--- config.mk ---
export PLATFORM = sky130hd
export DESIGN_NAME = kogge_pipe_adder_flat
export DESIGN_NICKNAME = d
export VERILOG_FILES = /design/src/rtl/kogge_pipe_adder_if.sv /design/src/rtl/kogge_pipe_adder.sv /design/src/flat_wrapper.sv
export SDC_FILE = /design/constraint.sdc
export NUM_CORES = 1
export LEC_CHECK = 0
export BUFFER_PORTS_ARGS = -buffer_cell sky130_fd_sc_hd__buf_2
export CAP_MARGIN = 10
export CORE_MARGIN = 5
export CORE_UTILIZATION = 49
export DETAILED_ROUTE_END_ITERATION = 10
export PLACE_DENSITY = 0.76
export SLEW_MARGIN = 20
export SYNTH_ARGS = -nofsm -noshare
export SYNTH_HDL_FRONTEND = slang
export SYNTH_SLANG_ARGS = --single-unit
--- constraint.sdc ---
create_clock -name clk -period 2 [get_ports clk]
set_input_delay 0.1 -clock clk [delete_from_list [all_inputs] [get_ports clk]]
set_output_delay 0.1 -clock clk [all_outputs]
set_load 0.1 [all_outputs]
--- src/rtl/kogge_pipe_adder_if.sv ---
// Operand/result stream interface for the Kogge-Stone pipelined adder.
//   master : operand source / result consumer side (drives in_valid, A, B, Cin, out_ready)
//   slave  : adder side (drives in_ready, out_valid, Sum)
//   in_valid/in_ready   - operand transfer handshake, {Cin, B, A} qualified by in_valid
//   out_valid/out_ready - result transfer handshake, Sum qualified by out_valid
//   Sum is N+1 bits wide; its MSB is the carry out.
interface kogge_pipe_adder_if #(
    parameter int N = 4
);
    logic         in_valid;
    logic         in_ready;
    logic [N-1:0] A;
    logic [N-1:0] B;
    logic         Cin;
    logic         out_valid;
    logic         out_ready;
    logic [N:0]   Sum;

    modport master (
        output in_valid, A, B, Cin, out_ready,
        input  in_ready, out_valid, Sum
    );

    modport slave (
        input  in_valid, A, B, Cin, out_ready,
        output in_ready, out_valid, Sum
    );
endinterface

--- src/rtl/kogge_pipe_adder.sv ---
// Pipelined, handshaked N-bit Kogge-Stone adder: Sum = A + B + Cin, results
// returned in acceptance order at up to one transfer per cycle.
//
// Ports
//   clk    - rising-edge clock
//   rst_n  - synchronous reset, active-low; discards everything in flight
//   bus    - kogge_pipe_adder_if.slave (operands in, results out, valid/ready on both)
//
// Build option
//   KS_LEVEL_PIPE_EN - when defined, a register stage follows every prefix level
//                      (latency 2+LEVELS edges); otherwise the prefix tree is purely
//                      combinational between the operand and result registers
//                      (latency 2 edges).
//
// The whole pipeline advances on one shared enable, so bubbles travel with the
// data and a stalled output freezes every stage.
module kogge_pipe_adder #(
    parameter int N = 4
) (
    input  logic               clk,
    input  logic               rst_n,
    kogge_pipe_adder_if.slave  bus
);
    localparam int LEVELS = $clog2(N);

    logic en;
    logic out_valid_q;
    logic [N:0] sum_q;

    assign en           = bus.out_ready | ~out_valid_q;
    assign bus.in_ready = rst_n & en;
    assign bus.out_valid = out_valid_q;
    assign bus.Sum       = sum_q;

    // stage 0: operand registers
    logic [N-1:0] a_q;
    logic [N-1:0] b_q;
    logic         cin_q;
    logic         v0_q;

    always_ff @(posedge clk) begin
        if (!rst_n) begin
            a_q   <= '0;
            b_q   <= '0;
            cin_q <= 1'b0;
            v0_q  <= 1'b0;
        end else if (en) begin
            a_q   <= bus.A;
            b_q   <= bus.B;
            cin_q <= bus.Cin;
            v0_q  <= bus.in_valid;
        end
    end

    // per-level views: index k is the input to prefix level k, index LEVELS is the final tree output
    logic [N-1:0] g_lv  [0:LEVELS];
    logic [N-1:0] p_lv  [0:LEVELS];
    logic [N-1:0] pb_lv [0:LEVELS];   // bit-level propagate, needed again for the sum bits
    logic         c_lv  [0:LEVELS];
    logic         v_lv  [0:LEVELS];

    logic [N-1:0] pb0;
    assign pb0 = a_q ^ b_q;

    // carry-in enters as a generate into bit 0 so the tree yields true carries directly
    assign g_lv[0]  = (a_q & b_q) | {{(N-1){1'b0}}, pb0[0] & cin_q};
    assign p_lv[0]  = pb0;
    assign pb_lv[0] = pb0;
    assign c_lv[0]  = cin_q;
    assign v_lv[0]  = v0_q;

    for (genvar k = 0; k < LEVELS; k++) begin : g_level
        localparam int D = 1 << k;

        logic [N-1:0] g_nx;
        logic [N-1:0] p_nx;

        for (genvar i = 0; i < N; i++) begin : g_bit
            if (i >= D) begin : g_comb
                assign g_nx[i] = g_lv[k][i] | (p_lv[k][i] & g_lv[k][i-D]);
                assign p_nx[i] = p_lv[k][i] & p_lv[k][i-D];
            end else begin : g_pass
                assign g_nx[i] = g_lv[k][i];
                assign p_nx[i] = p_lv[k][i];
            end
        end

`ifdef KS_LEVEL_PIPE_EN
        logic [N-1:0] g_q;
        logic [N-1:0] p_q;
        logic [N-1:0] pb_q;
        logic         c_q;
        logic         v_q;

        always_ff @(posedge clk) begin
            if (!rst_n) begin
                g_q  <= '0;
                p_q  <= '0;
                pb_q <= '0;
                c_q  <= 1'b0;
                v_q  <= 1'b0;
            end else if (en) begin
                g_q  <= g_nx;
                p_q  <= p_nx;
                pb_q <= pb_lv[k];
                c_q  <= c_lv[k];
                v_q  <= v_lv[k];
            end
        end

        assign g_lv[k+1]  = g_q;
        assign p_lv[k+1]  = p_q;
        assign pb_lv[k+1] = pb_q;
        assign c_lv[k+1]  = c_q;
        assign v_lv[k+1]  = v_q;
`else
        assign g_lv[k+1]  = g_nx;
        assign p_lv[k+1]  = p_nx;
        assign pb_lv[k+1] = pb_lv[k];
        assign c_lv[k+1]  = c_lv[k];
        assign v_lv[k+1]  = v_lv[k];
`endif
    end

    // carry into bit i is the group generate of bits [i-1:0]; carry out is G[N-1]
    logic [N-1:0] carry;
    logic [N:0]   sum_d;

    assign carry = {g_lv[LEVELS][N-2:0], c_lv[LEVELS]};
    assign sum_d = {g_lv[LEVELS][N-1], pb_lv[LEVELS] ^ carry};

    always_ff @(posedge clk) begin
        if (!rst_n) begin
            out_valid_q <= 1'b0;
            sum_q       <= '0;
        end else if (en) begin
            out_valid_q <= v_lv[LEVELS];
            sum_q       <= sum_d;
        end
    end
endmodule
--- src/flat_wrapper.sv ---
// flat-port wrapper written by rule: the top's interface ports become plain ports
module kogge_pipe_adder_flat 
#(
    parameter int N = 4
)
  (clk, rst_n, bus_in_valid, bus_A, bus_B, bus_Cin, bus_out_ready, bus_in_ready, bus_out_valid, bus_Sum);
  kogge_pipe_adder_if #(.N(N)) bus_i ();
  input  logic clk;
  input  logic rst_n;
  input wire logic [$bits(bus_i.in_valid)-1:0] bus_in_valid;
  input wire logic [$bits(bus_i.A)-1:0] bus_A;
  input wire logic [$bits(bus_i.B)-1:0] bus_B;
  input wire logic [$bits(bus_i.Cin)-1:0] bus_Cin;
  input wire logic [$bits(bus_i.out_ready)-1:0] bus_out_ready;
  output wire logic [$bits(bus_i.in_ready)-1:0] bus_in_ready;
  output wire logic [$bits(bus_i.out_valid)-1:0] bus_out_valid;
  output wire logic [$bits(bus_i.Sum)-1:0] bus_Sum;
  assign bus_i.in_valid = bus_in_valid;
  assign bus_i.A = bus_A;
  assign bus_i.B = bus_B;
  assign bus_i.Cin = bus_Cin;
  assign bus_i.out_ready = bus_out_ready;
  assign bus_in_ready = bus_i.in_ready;
  assign bus_out_valid = bus_i.out_valid;
  assign bus_Sum = bus_i.Sum;
  kogge_pipe_adder #(.N(N)) u_core (.clk(clk), .rst_n(rst_n), .bus(bus_i));
endmodule
==> flow_summary.html <==
<table>
<tr><th>Metric</th><th>Value</th></tr>
<tr><th colspan="2">Status</th></tr>
<tr><td>Run status</td><td>finished, final reports clean</td></tr>
<tr><th colspan="2">Hold path</th></tr>
<tr><td>Worst hold path startpoint</td><td>bus_A[1]</td></tr>
<tr><td>Endpoint with the worst hold slack</td><td>u_core.a_q[1]</td></tr>
<tr><td>Cell depth of the worst hold path</td><td>3</td></tr>
<tr><td>Worst hold path class</td><td>in2reg</td></tr>
<tr><th colspan="2">Global routing</th></tr>
<tr><td>Vias in the first global route</td><td>roughly 600</td></tr>
<tr><td>Wire length of the first global-routing pass</td><td>2.387 mm</td></tr>
<tr><td>Grt ovf</td><td>0</td></tr>
<tr><td>Gr usage total</td><td>12.48%</td></tr>
<tr><td>Pin count of the biggest net entering global routing</td><td>18</td></tr>
<tr><td>Initial antenna violation count</td><td>0</td></tr>
<tr><th colspan="2">Synth</th></tr>
<tr><td>Yosys warning total</td><td>0</td></tr>
<tr><td>Post-synthesis cell type count</td><td>20</td></tr>
<tr><td>Average footprint of a synthesized cell</td><td>8.774 sq um</td></tr>
<tr><td>Count of state elements after synthesis</td><td>16</td></tr>
<tr><td>Cell area after technology mapping</td><td>slightly above 700 sq um</td></tr>
<tr><td>Syn Nets</td><td>100</td></tr>
<tr><td>Synthesized instance count</td><td>between 80 and 90</td></tr>
<tr><td>Sequential cell area fraction in the yosys report</td><td>44.52%</td></tr>
<tr><th colspan="2">Cells and area</th></tr>
<tr><td>Area taken by multi-input logic gates</td><td>356.6 sq um</td></tr>
<tr><td>Final nets</td><td>120</td></tr>
<tr><td>Share of post-route cells with drive strength above 1</td><td>28.71%</td></tr>
<tr><td>Commonest cells after routing, fill and taps aside</td><td>nand2_1 (25), buf_2 (19), dfxtp_1 (16), a21oi_1 (14)</td></tr>
<tr><td>Area growth from synthesis to layout</td><td>16.52%</td></tr>
<tr><td>Filler cell count in the final layout</td><td>136</td></tr>
<tr><td>Antenna diode instance count</td><td>0</td></tr>
<tr><td>Post-route cell area</td><td>838.3 sq um</td></tr>
<tr><td>Storage element area</td><td>320.3 sq um</td></tr>
<tr><td>Commonest non-fill, non-tap cell in the layout</td><td>nand2_1</td></tr>
<tr><th colspan="2">Die</th></tr>
<tr><td>Die outline area</td><td>~2300 sq um</td></tr>
<tr><td>Die span in y</td><td>about 48 um</td></tr>
<tr><td>Top-level port count</td><td>20</td></tr>
<tr><td>Site Rows</td><td>13</td></tr>
<tr><td>Initial Utilization</td><td>53.29%</td></tr>
<tr><td>X dimension of the die</td><td>48.32 um</td></tr>
<tr><td>Standard cell core area</td><td>~1400 sq um</td></tr>
<tr><th colspan="2">Timing</th></tr>
<tr><td>Final worst-path cycle share</td><td>87.35%</td></tr>
<tr><td>Slew headroom</td><td>60.40%</td></tr>
<tr><td>Setup violators final</td><td>0</td></tr>
<tr><td>FMAX</td><td>572.4 MHz</td></tr>
<tr><td>Final-report max-slew violation count</td><td>0</td></tr>
<tr><td>Final hold vios</td><td>0</td></tr>
<tr><td>Setup skew after layout</td><td>0.006450 ns</td></tr>
<tr><td>Shortest clock period the worst path allows after layout</td><td>1.747 ns</td></tr>
<tr><td>Unrepaired setup endpoints after global routing</td><td>false</td></tr>
<tr><td>Actual slew at the worst max-slew pin</td><td>0.5940 ns</td></tr>
<tr><td>Total Neg Setup Slack</td><td>0 ns</td></tr>
<tr><th colspan="2">Worst setup path</th></tr>
<tr><td>Terminus of the critical flop-to-flop path</td><td>u_core.bus.Sum[4]</td></tr>
<tr><td>Worst endpoint data arrival time</td><td>1.89 ns</td></tr>
<tr><td>Startpoint Class</td><td>flop</td></tr>
<tr><td>Crit end category</td><td>flop</td></tr>
<tr><td>Worst Setup Path Type</td><td>reg2reg</td></tr>
<tr><td>Register-to-Register Setup Slack</td><td>0.25 ns</td></tr>
<tr><td>Required time at the worst-slack endpoint</td><td>~2.2 ns</td></tr>
<tr><td>Maximum fanout along the worst path</td><td>2</td></tr>
<tr><td>R2R depth</td><td>5</td></tr>
<tr><td>FF-to-FF Start</td><td>u_core.cin_q</td></tr>
<tr><th colspan="2">Drt</th></tr>
<tr><td>Vias/cell</td><td>~5</td></tr>
<tr><td>DRT antenna net count</td><td>0</td></tr>
<tr><td>Final wirelength</td><td>1.396 mm</td></tr>
<tr><td>Remaining DRCs</td><td>0</td></tr>
<tr><td>Number of vias in the routed layout</td><td>580</td></tr>
<tr><td>Detailed-routing iteration count for the pre-antenna-repair pass</td><td>4</td></tr>
<tr><td>DRC violation total after the first TritonRoute iteration</td><td>5</td></tr>
<tr><td>Routed length per placed instance</td><td>about 12 um</td></tr>
<tr><th colspan="2">Clocking</th></tr>
<tr><td>Hold buffer count at CTS</td><td>0</td></tr>
<tr><td>Root Driver</td><td>clkbuf_4</td></tr>
<tr><td>Depth of the CTS H-tree</td><td>1</td></tr>
<tr><td>Worst skew pair latency</td><td>around 0.28 ns</td></tr>
<tr><td>Clock Pin Slew Worst Setup and Hold Paths</td><td>0.10 ns</td></tr>
<tr><td>Number of buffers inserted to repair setup after CTS</td><td>0</td></tr>
<tr><td>CTS-repair resized insts</td><td>0</td></tr>
<tr><td>Number of buffers added by the clock tree synthesis step</td><td>3</td></tr>
<tr><td>Max clock buf depth</td><td>2</td></tr>
<tr><td>Sink count of the clock tree</td><td>16</td></tr>
<tr><td>Clock tree from TritonCTS</td><td>built</td></tr>
<tr><th colspan="2">Pwr</th></tr>
<tr><td>Power density relative to cell area</td><td>roughly 900 nW/um^2</td></tr>
<tr><td>Leak</td><td>0.4078 nW</td></tr>
<tr><td>Worst ir drop on vdd</td><td>605.5 uV</td></tr>
<tr><th colspan="2">Place</th></tr>
<tr><td>Detailed-placement wirelength estimate</td><td>1.023 mm</td></tr>
<tr><td>Routability congestion estimate</td><td>0.7283</td></tr>
<tr><td>Buffers added on ports</td><td>19</td></tr>
<tr><td>Total placed instance area</td><td>802.0 sq um</td></tr>
<tr><th colspan="2">Run</th></tr>
<tr><td>Max-cap viol count</td><td>0</td></tr>
</table>
[power breakdown]
group	leakage, nW	switching [mW]	internal, mW
Clock	0.0210	0.100	0.111
Combinational	0.254	0.142	0.0470
Sequential	0.133	0.0142	0.343
Total	0.408	0.256	0.500
[logic make-up (layout without fill, tap and decap cells)]
group / after synthesis / in the layout / share of synthesized area (%)
flip-flops: 16 / 16 / 44.52
XOR/XNOR: 1 / 1 / 1.218
adder cells (fa/ha/maj): 5 / 5 / 10.78
AO/OA/AOI/OAI: 20 / 20 / 17.22
buffers and inverters: 6 / 25 / 6.955
AND/OR/NAND/NOR: 34 / 34 / 19.30
[critical path, stage by stage, from the launching register on]
cell     delay (ns)
dfxtp_1        0.34
fa_1           0.46
fa_1           0.41
a21o_2         0.20
a21oi_1        0.13
a21oi_1        0.08
[synth_stat cells]
| master | n | area, sq um |
|---|---|---|
| dfxtp_1 | 16 | 320.3 |
| a21oi_2 | 1 | 8.760 |
| nor2_1 | 4 | 15.01 |
| o211ai_2 | 1 | 12.51 |
| buf_2 | 1 | 5.000 |
| ha_1 | 3 | 37.54 |
| buf_4 | 1 | 7.510 |
| buf_6 | 3 | 33.78 |
| nor2b_2 | 1 | 8.760 |
| a2111o_1 | 1 | 11.26 |
| nand3_1 | 3 | 15.01 |
| o21ai_0 | 1 | 5.000 |
| a21oi_1 | 14 | 70.07 |
| nand2_1 | 25 | 93.84 |
| xnor2_1 | 1 | 8.760 |
| a211oi_1 | 1 | 7.510 |
| fa_1 | 2 | 40.04 |
| inv_1 | 1 | 3.750 |
| a21o_2 | 1 | 8.760 |
| nand2b_1 | 1 | 6.260 |
[worst max path at each step]
stage | endpoint | depth (start not counted) | from
3_3_place_gp | u_core.bus.Sum[4] | 5 | u_core.cin_q
5_1_grt | u_core.bus.Sum[4] | 5 | u_core.cin_q
3_5_place_dp | u_core.bus.Sum[4] | 5 | u_core.cin_q
4_1_cts | u_core.bus.Sum[4] | 5 | u_core.cin_q
2_1_floorplan | bus_in_ready | 4 | u_core.bus.out_valid
6_report | u_core.bus.Sum[4] | 5 | u_core.cin_q
[per-layer routing]
layer	global-route usage (%)	wire length, um	vias to the layer above
met3	3.976	81	2
li1	-	-	310
met5	0	0	-
met2	18.70	651	13
met1	15.60	639	255
met4	6.912	23	0
[sequential cells by signal (all words and copies together), names as in the netlist]
signal,count
u_core.bus.Sum,5
u_core.v0_q,1
u_core.bus.out_valid,1
u_core.b_q,4
u_core.a_q,4
u_core.cin_q,1
[per-stage QoR]
stage / utilization, % / power (mW) / cells / hold WS, ns / worst slack, ns
global route: 62.09 / 0.7954 / 116 / 0.04333 / 0.1636
global placement: 59.41 / 0.5499 / 112 / 0.3456 / 0.2912
detailed placement: 59.41 / 0.5549 / 112 / 0.3480 / 0.2492
finish: 62.09 / 0.7567 / 116 / 0.04898 / 0.2530
floorplan: - / 0.5207 / 82 / 0.2384 / 0.2085
CTS: 62.09 / 0.7641 / 116 / 0.04281 / 0.2451
[cell type report]
class / instances / share of cell area (%)
Timing Repair Buffer: 20 / 12.24
Multi-Input combinational cell: 60 / 42.54
Inverter: 1 / 0.4478
Tap cell: 15 / 2.239
Sequential cell: 16 / 38.21
Clock buffer: 4 / 4.328
Note: power is estimated with default switching activity, not from simulation.
